<file path="config.mk">
export PLATFORM = sky130hd
export DESIGN_NAME = rv32i_core
export DESIGN_NICKNAME = d
export VERILOG_FILES = /design/src/rtl/rv32i_core.sv
export SDC_FILE = /design/constraint.sdc
export NUM_CORES = 2
export LEC_CHECK = 0
export ABC_AREA = 1
export BUFFER_PORTS_ARGS = -buffer_cell sky130_fd_sc_hd__buf_2
export CAP_MARGIN = 20
export CELL_PAD_IN_SITES_DETAIL_PLACEMENT = 1
export CELL_PAD_IN_SITES_GLOBAL_PLACEMENT = 1
export CORE_AREA = 2 2 407 409
export DETAILED_ROUTE_END_ITERATION = 7
export DIE_AREA = 0 0 409 411
export GPL_ROUTABILITY_DRIVEN = 0
export PLACE_DENSITY_LB_ADDON = 0.1
export SYNTH_ARGS = -nofsm -noshare
export SYNTH_HDL_FRONTEND = slang
export SYNTH_SLANG_ARGS = --single-unit
</file>
<file path="constraint.sdc">
create_clock -name clk -period 9.4 [get_ports clk]
set_input_delay 1.88 -clock clk [delete_from_list [all_inputs] [get_ports clk]]
set_output_delay 1.88 -clock clk [all_outputs]
set_load 0.02 [all_outputs]
</file>
<file path="src/rtl/rv32i_core.sv">
// rtl/rv32i_core.sv - multi-cycle RV32I core, 5 clocks/instruction; optional macro RV32I_HALT_ON_ILLEGAL_EN

// 32-entry register file; x0 is hardwired to zero on read and never written
module rv32i_regfile #(
  parameter int DATA_W = 32,
  parameter int REG_W  = 5,
  parameter int REG_S  = 32
) (
  input  logic              clk,
  input  logic              n_rst,
  input  logic [REG_W-1:0]  rs1_addr,
  input  logic [REG_W-1:0]  rs2_addr,
  output logic [DATA_W-1:0] rs1_data,
  output logic [DATA_W-1:0] rs2_data,
  input  logic              we,
  input  logic [REG_W-1:0]  wa,
  input  logic [DATA_W-1:0] wd
);
  logic [DATA_W-1:0] rf [0:REG_S-1];

  // reset clears every entry; writes to x0 are dropped
  always_ff @(posedge clk) begin
    if (n_rst) begin
      for (int i = 0; i < REG_S; i++) rf[i] <= '0;
    end else if (we && wa != '0) begin
      rf[wa] <= wd;
    end
  end

  assign rs1_data = (rs1_addr == '0) ? '0 : rf[rs1_addr];
  assign rs2_data = (rs2_addr == '0) ? '0 : rf[rs2_addr];
endmodule

module rv32i_core #(
  parameter int MEMORY_S = 256,
  parameter int PC_W     = 8,
  parameter int DATA_W   = 32,
  parameter int REG_W    = 5,
  parameter int REG_S    = 32
) (
  input  logic              clk,
  input  logic              n_rst,
  input  logic [DATA_W-1:0] instruction,
  output logic [PC_W-1:0]   pc,
  input  logic [DATA_W-1:0] d_in,
  output logic              wr_en,
  output logic [1:0]        mode,
  output logic [PC_W-1:0]   wr_addr,
  output logic [PC_W-1:0]   rd_addr,
  output logic [DATA_W-1:0] d_out
);
  typedef enum logic [2:0] {FETCH, DECODE, EXEC, MEM, WB, HALT} state_t;

  localparam logic [6:0] OP_LUI    = 7'b0110111;
  localparam logic [6:0] OP_AUIPC  = 7'b0010111;
  localparam logic [6:0] OP_JAL    = 7'b1101111;
  localparam logic [6:0] OP_JALR   = 7'b1100111;
  localparam logic [6:0] OP_BRANCH = 7'b1100011;
  localparam logic [6:0] OP_LOAD   = 7'b0000011;
  localparam logic [6:0] OP_STORE  = 7'b0100011;
  localparam logic [6:0] OP_IMM    = 7'b0010011;
  localparam logic [6:0] OP_REG    = 7'b0110011;
  // keeps the new pc word aligned and inside the address space in one AND
  localparam logic [DATA_W-1:0] PC_MASK = DATA_W'(MEMORY_S - 4);

  state_t state, state_next;

  logic [6:0]        ir_op;
  logic [REG_W-1:0]  ir_rd;
  logic [2:0]        ir_f3;
  logic              ir_f7b5;
  logic [DATA_W-1:0] rs1_q, rs2_q, imm_q, result_q;
  logic [PC_W-1:0]   pc_next_q;

  logic [DATA_W-1:0] rs1_data, rs2_data, imm, alu_b, alu, exec_res, target, pc_ext, load_val, wb_data;
  logic [PC_W-1:0]   ea;
  logic              taken, writes_rd;

  rv32i_regfile #(.DATA_W(DATA_W), .REG_W(REG_W), .REG_S(REG_S)) rfile (
    .clk(clk), .n_rst(n_rst),
    .rs1_addr(instruction[19:15]), .rs2_addr(instruction[24:20]),
    .rs1_data(rs1_data), .rs2_data(rs2_data),
    .we(state == WB && writes_rd), .wa(ir_rd), .wd(wb_data)
  );

`ifdef RV32I_HALT_ON_ILLEGAL_EN
  logic legal;
  // opcode whitelist; SYSTEM (ECALL/EBREAK) and unknown opcodes halt the core
  always_comb begin
    case (instruction[6:0])
      OP_LUI, OP_AUIPC, OP_JAL, OP_JALR, OP_BRANCH, OP_LOAD, OP_STORE,
      OP_IMM, OP_REG, 7'b0001111: legal = 1'b1;
      default:                    legal = 1'b0;
    endcase
  end
`endif

  // sequencer state register
  always_ff @(posedge clk) begin
    if (n_rst) state <= FETCH;
    else       state <= state_next;
  end

  // fixed cyclic sequence; HALT is left only through reset
  always_comb begin
    state_next = state;
    case (state)
      FETCH:  state_next = DECODE;
`ifdef RV32I_HALT_ON_ILLEGAL_EN
      DECODE: state_next = legal ? EXEC : HALT;
`else
      DECODE: state_next = EXEC;
`endif
      EXEC:   state_next = MEM;
      MEM:    state_next = WB;
      WB:     state_next = FETCH;
      HALT:   state_next = HALT;
      default: state_next = FETCH;
    endcase
  end

  // immediate built straight from the instruction bus during DECODE
  always_comb begin
    case (instruction[6:0])
      OP_LUI, OP_AUIPC: imm = {instruction[31:12], 12'b0};
      OP_JAL:    imm = {{12{instruction[31]}}, instruction[19:12], instruction[20], instruction[30:21], 1'b0};
      OP_BRANCH: imm = {{20{instruction[31]}}, instruction[7], instruction[30:25], instruction[11:8], 1'b0};
      OP_STORE:  imm = {{21{instruction[31]}}, instruction[30:25], instruction[11:7]};
      default:   imm = {{21{instruction[31]}}, instruction[30:20]};
    endcase
  end

  // ALU, branch decision, result and next-pc selection used in EXEC
  always_comb begin
    pc_ext = {{(DATA_W-PC_W){1'b0}}, pc};
    alu_b  = (ir_op == OP_REG) ? rs2_q : imm_q;
    case (ir_f3)
      3'b000:  alu = (ir_op == OP_REG && ir_f7b5) ? rs1_q - alu_b : rs1_q + alu_b;
      3'b001:  alu = rs1_q << alu_b[4:0];
      3'b010:  alu = {{(DATA_W-1){1'b0}}, $signed(rs1_q) < $signed(alu_b)};
      3'b011:  alu = {{(DATA_W-1){1'b0}}, rs1_q < alu_b};
      3'b100:  alu = rs1_q ^ alu_b;
      3'b101:  alu = ir_f7b5 ? DATA_W'($signed(rs1_q) >>> alu_b[4:0]) : rs1_q >> alu_b[4:0];
      3'b110:  alu = rs1_q | alu_b;
      default: alu = rs1_q & alu_b;
    endcase
    case (ir_f3)
      3'b000:  taken = (rs1_q == rs2_q);
      3'b001:  taken = (rs1_q != rs2_q);
      3'b100:  taken = ($signed(rs1_q) < $signed(rs2_q));
      3'b101:  taken = ($signed(rs1_q) >= $signed(rs2_q));
      3'b110:  taken = (rs1_q < rs2_q);
      3'b111:  taken = (rs1_q >= rs2_q);
      default: taken = 1'b0;
    endcase
    exec_res = alu;
    target   = pc_ext + 4;
    case (ir_op)
      OP_LUI:    exec_res = imm_q;
      OP_AUIPC:  exec_res = pc_ext + imm_q;
      OP_JAL:    begin exec_res = pc_ext + 4; target = pc_ext + imm_q; end
      OP_JALR:   begin exec_res = pc_ext + 4; target = rs1_q + imm_q; end
      OP_BRANCH: if (taken) target = pc_ext + imm_q;
      default:   ;
    endcase
    ea = PC_W'(rs1_q + imm_q);
  end

  // load extension and register write-back selection
  always_comb begin
    case (ir_f3)
      3'b000:  load_val = {{(DATA_W-8){d_in[7]}}, d_in[7:0]};
      3'b001:  load_val = {{(DATA_W-16){d_in[15]}}, d_in[15:0]};
      3'b100:  load_val = {{(DATA_W-8){1'b0}}, d_in[7:0]};
      3'b101:  load_val = {{(DATA_W-16){1'b0}}, d_in[15:0]};
      default: load_val = d_in;
    endcase
    wb_data = (ir_op == OP_LOAD) ? load_val : result_q;
    case (ir_op)
      OP_LUI, OP_AUIPC, OP_JAL, OP_JALR, OP_IMM, OP_REG, OP_LOAD: writes_rd = 1'b1;
      default: writes_rd = 1'b0;
    endcase
  end

  // datapath registers and memory-side outputs; wr_en is a single MEM-cycle pulse
  always_ff @(posedge clk) begin
    if (n_rst) begin
      pc        <= '0;
      wr_en     <= 1'b0;
      mode      <= 2'b10;
      wr_addr   <= '0;
      rd_addr   <= '0;
      d_out     <= '0;
      ir_op     <= '0;
      ir_rd     <= '0;
      ir_f3     <= '0;
      ir_f7b5   <= 1'b0;
      rs1_q     <= '0;
      rs2_q     <= '0;
      imm_q     <= '0;
      result_q  <= '0;
      pc_next_q <= '0;
    end else begin
      wr_en <= 1'b0;
      case (state)
        DECODE: begin
          ir_op   <= instruction[6:0];
          ir_rd   <= instruction[11:7];
          ir_f3   <= instruction[14:12];
          ir_f7b5 <= instruction[30];
          rs1_q   <= rs1_data;
          rs2_q   <= rs2_data;
          imm_q   <= imm;
        end
        EXEC: begin
          result_q  <= exec_res;
          pc_next_q <= PC_W'(target & PC_MASK);
          if (ir_op == OP_STORE) begin
            wr_en   <= 1'b1;
            wr_addr <= ea;
            d_out   <= rs2_q;
            mode    <= ir_f3[1:0];
          end
          if (ir_op == OP_LOAD) begin
            rd_addr <= ea;
            mode    <= ir_f3[1:0];
          end
        end
        WB:      pc <= pc_next_q;
        default: ;
      endcase
    end
  end
endmodule

</file>
* Word level (Yosys, flattened, before mapping) *
Memories as Yosys holds them, arrays and structs flattened.
Cells that the tools add are included.

cells by class
  reductions and logical operators = 17
  $lt $le $gt $ge = 6
  bitwise operators = 4
  equality and inequality tests = 28
  $add $sub $neg = 5
  shift-type cells = 3
  multiplexer cells = 26

operators with widths
  kind                  count
  $mux W32              7
  $pmux W32 S7          1
  $lt A32 B32 Y1        4
  $pmux W32 S4          1
  $pmux W31 S4          1
  $pmux W32 S3          1
  $ge A32 B32 Y1        2
  $eq A7 B6 Y1 const B  5
  $eq A7 B7 Y1 const B  5
  $add A32 B32 Y32      1
  $add A8 B32 Y32       1
  $and A32 B32 Y32      1
  $eq A32 B32 Y1        1
  $ne A32 B32 Y1        1
  $or A32 B32 Y32       1
  $reduce_or A32 Y1     1
  $shl A32 B5 Y32       1
  $shr A32 B5 Y32       1
  $sshr A32 B5 Y32      1
  $sub A32 B32 Y32      1
  $xor A32 B32 Y32      1
  $pmux W8 S3           1
  $eq A7 B5 Y1 const B  3
  $eq A3 B3 Y1 const B  6
  20 further kinds      40

word-level totals
  output and inout port bits = 59
  register bits = 210
  logic and storage cells = 106
  memories kept = 1
  memory bits (writable) = 1,024
  input bits = 66

memories
  name      depth  bits a word  read ports  clocked after Yosys merged registers in  write ports  RTL line  source
  rfile.rf  32     32           2           0                                        32           19        logic [DATA_W-1:0] rf [0:REG_S-1];

* Logic depth before layout (Yosys ltp) *
  depth in word-level cells = 10
  gate-level depth with buffers = 28
  mapped depth without buffers = 26

* Cells and area by module *
From an unflattened synthesis, not the netlist that was laid out.

unflattened totals
  cells, all modules = 10,713
  area, all modules = 76,676.0 um^2

by module, submodules not included
  module         sequential area each (um^2)  cells each  times used  area an instance (um^2)
  rv32i_regfile  30,749.5                     7,252       1           56,521.7
  rv32i_core     4,204.0                      3,461       1           20,154.3

* Worst setup path after synthesis *
OpenSTA, ideal clock, no wires.

  path kind = input port to flip-flop
  start = input port n_rst
  end = memory rfile.rf[9][0], enable pin
  path buffers = 2
  slack = 5,367 ps
  data required time = 9,011 ps
  data arrival time = 3,644 ps
  stages on the path = 8
  setup time = 389 ps
  cells stage by stage = a211oi_1 -> nand2_1 -> inv_2 -> nand4_1 -> or2_1 -> clkbuf_1 -> buf_2 -> nand2_1

RTL lines
  item             RTL line  source
  start, declared  42        input logic n_rst,
  end, declared    19

* Worst setup path in the final report *
  start = register ir_op[3]
  end = register result_q[23]

between the ends
  longest elaborated chain between the ends = 6
  elaborated cells between the ends (all ways) = 20
  those cells by class = add/sub: 2; eq/ne: 5; shift: 3; mux: 5; bitwise: 3; reduce/logical: 2

RTL lines
  item                                      RTL line  source
  start, declared                           68        logic [6:0] ir_op;
  start signal, assigned                    207       ir_op <= instruction[6:0];
  $eq A7 B6 Y1                              136, 138
  $mux W32                                  136       alu_b = (ir_op == OP_REG) ? rs2_q : imm_q;
  $add A32 B32 Y32 (tied with other cells)  138       3'b000: alu = (ir_op == OP_REG && ir_f7b5) ? rs1_q - alu_b : rs1_q + alu_b;
  $mux W32 (on tied branches)               138, 143
  $pmux W32 S7                              137       case (ir_f3)
  $pmux W32 S3 *                            158       case (ir_op)
  end signal, assigned                      216       result_q <= exec_res;
  end, declared                             72        logic [DATA_W-1:0] rs1_q, rs2_q, imm_q, result_q;

Mark *: on every way between the ends. The rest lies on a longest branch, timed or not.
A chain may end at the register's enable or synchronous reset.

==> flow_summary.toml <==
[status]
status = "completed"

[timing]
finalHoldViolations = 0
rsz0062_at_grt = "no"
skew_ps = 35.9
fmax_mhz = 196
drv_slew = 0
finalSetupViolCount = 0
finalCritPeriodShare = 0.544
slew_headroom = 0.165
fin_crit_ps = 5110
setup_slack_ps = 4290
final.setup.tns_ps = 0
tightest_slew_ps = 1250

[logic_synthesis]
syn-instance-count = 9270
yosys.area.top_type = "edfxtp_1"
ys_seq_area_frac = 0.476
ys_ff_latch = 1234
synth_edf_count = 1024
synth_area_mm2 = 0.0734
synth-async-reset-ratio = 0
yosys_warnings = 0
synthDistinctLibCells = 60
syn_area_per_cell_um2 = 7.92
synth.area.top_cells = "edfxtp_1, nor2_1, o21ai_0"
synth_top_area_frac = 0.419
synth-main-ff-cell = "edfxtp_1"

[floorplanning]
core.rowCount = 149
ioPinCount = 125
die_area_mm2 = 0.168
die_h_um = 411
core_mm2 = 0.164
initial_core_util = 0.448
dieWidth_um = 409

[global_route]
grt_pass1_wl_mm = 517
grt_overflow = 0
grt_antenna_before_repair = 13
grt_pass1_vias = 75300
grt_start_max_net_pins = 174
track_usage = 0.417

[power]
power.leakage_nw = 29.0
ir_drop_mv = 0.208
fin_total_pwr_mw = 15.2
power_density_mw_per_mm2 = 189

[setup_path]
r2r_start = "ir_op[3]$_SDFFE_PP0P_"
worstSetupStartpointType = "flop"
startpoint = "ir_op[3]$_SDFFE_PP0P_"
worstPathRequired_ps = 10080
crit_path_end_kind = "flop"
reg2reg_depth = 16
crit_type = "flop to flop"
crit_fanout = 68
crit_arrival_ps = 5790

[route]
firstDrtPassIters = 6
avgRoutedWirePerCell_um = 32.2
drtIter0Drc = 10700
vias_per_cell = 6.75
wl_mm = 362
drc = 0
ant_nets = 0
vias = 75900

[layout]
mostFrequentLayoutCells = "nor2_1, o21ai_0, edfxtp_1"
final.fill_count = 19600
layout-drive-gt1-share = 0.0731
nNetsFinal = 9145
final_common_cell = "nor2_1"
syn_to_final_growth_pct = 9.41

[clock_tree]
cts_hold_buffers = 0
clock-root-buffer = "clkbuf_16"
path_clk_slew_ps = 60
cts_buffer_depth = 3
htreeDepth = 4
cts_num_sinks = 1234
cts_tree = "done"
cts_resized = 0
clock_latency_ps = 820
post_cts.repair.setup_buffers = 0
numCtsBuffers = 146

[hold_path]
holdPathStages = 2
hold_start = "rs2_q[15]$_SDFFE_PP0P_"
hp-class = "flop to flop"

[placement]
place_ws_ps = 4060
port_buffers = 122
place.detailed.hpwl_mm = 224

[run]
max_cap_viol_count = 0
## final timing paths
path	endpoint	slack [ps]
worst max-delay path	result_q[23]$_SDFFE_PP0P_	4290
worst min-delay path	rs2_q[15]$_SDFFE_PP0P_	470
worst max register to register	result_q[23]$_SDFFE_PP0P_	4290
worst min register to register	rs2_q[15]$_SDFFE_PP0P_	470
## synth_stat cells, drive strengths merged, types with 24 or more instances
master and instances:
o22ai 40, nand3 764, nor2 2246, nand4 26, edfxtp 1024, o21ai 1312, o221ai 429, a211oi 24
buf 171, clkbuf 642, inv 497, nor3 81, dfxtp 210, ha 136, nand2 924, a21oi 481
o211ai 122
## flip-flops by register name, indices dropped and copies added, names as in the netlist
register	cells
wr_addr	8
pc_next_q	6
imm_q	32
ir_rd	5
mode	2
rd_addr	8
state	3
rfile.rf	1024
rs2_q	32
ir_op	7
ir_f7b5	1
wr_en	1
d_out	32
pc	6
rs1_q	32
ir_f3	3
result_q	32
## metal layers
layer  global-route usage  share of wire  wire (um)
met2                0.639           0.44     158000
met3               0.0914           0.11      40200
met5                    0        0.00017         63
met1                0.532           0.38     137000
met4                0.271          0.073      26400
## layout make-up
| cell class | count | area (um2) | area share |
|---|---|---|---|
| well taps | 2189 | 2740 | 0.0341 |
| inverters | 505 | 1940 | 0.0242 |
| flip-flops and latches | 1234 | 35000 | 0.435 |
| clock inverters | 73 | 763 | 0.00950 |
| diodes | 4 | 10.0 | 0.000125 |
| multi-input cells | 6751 | 33800 | 0.421 |
| clock buffers | 186 | 3920 | 0.0488 |
| repair buffers | 302 | 2180 | 0.0271 |
## per-stage QoR
stage          hold WS (ps)  utilization  area, um2  instances
3_5_place_dp            460        0.461      75600      11000
4_1_cts                 468        0.490      80300      11200
2_1_floorplan           442            -      73500       9303
6_report                468        0.490      80300      11200
5_1_grt                 479        0.490      80300      11200
3_3_place_gp            444        0.461      75600      11000
## cell families after synthesis
group,after synthesis,synth area share
mux,7,0.000955
flops,1234,0.476
other cells,1,0.0000511
compound gates,2473,0.200
buf+inv,1318,0.0700
simple gates,4079,0.226
xor+xnor,19,0.00227
fa+ha+maj,139,0.0240
## worst max-delay path: stages, from the launching register on
cell     delay, ps
dfxtp_1        350
inv_1           70
nand2_1        120
nor2_4          80
nand2_4        500
nand2_1        490
nand2_2        180
buf_4          640
inv_2           40
buf_4          350
or2_2          420
a21oi_1        940
o21ai_1        140
nor2_1         300
nand2_1        100
nand2_1         80
a21oi_1         60
## power breakdown
group,switching (mW),internal (mW),total (mW)
Combinational,2.37,0.741,3.11
Sequential,0.215,6.13,6.35
Clock,2.47,3.29,5.76
Total,5.05,10.2,15.2
No activity file was read; power rests on OpenSTA's default activity.
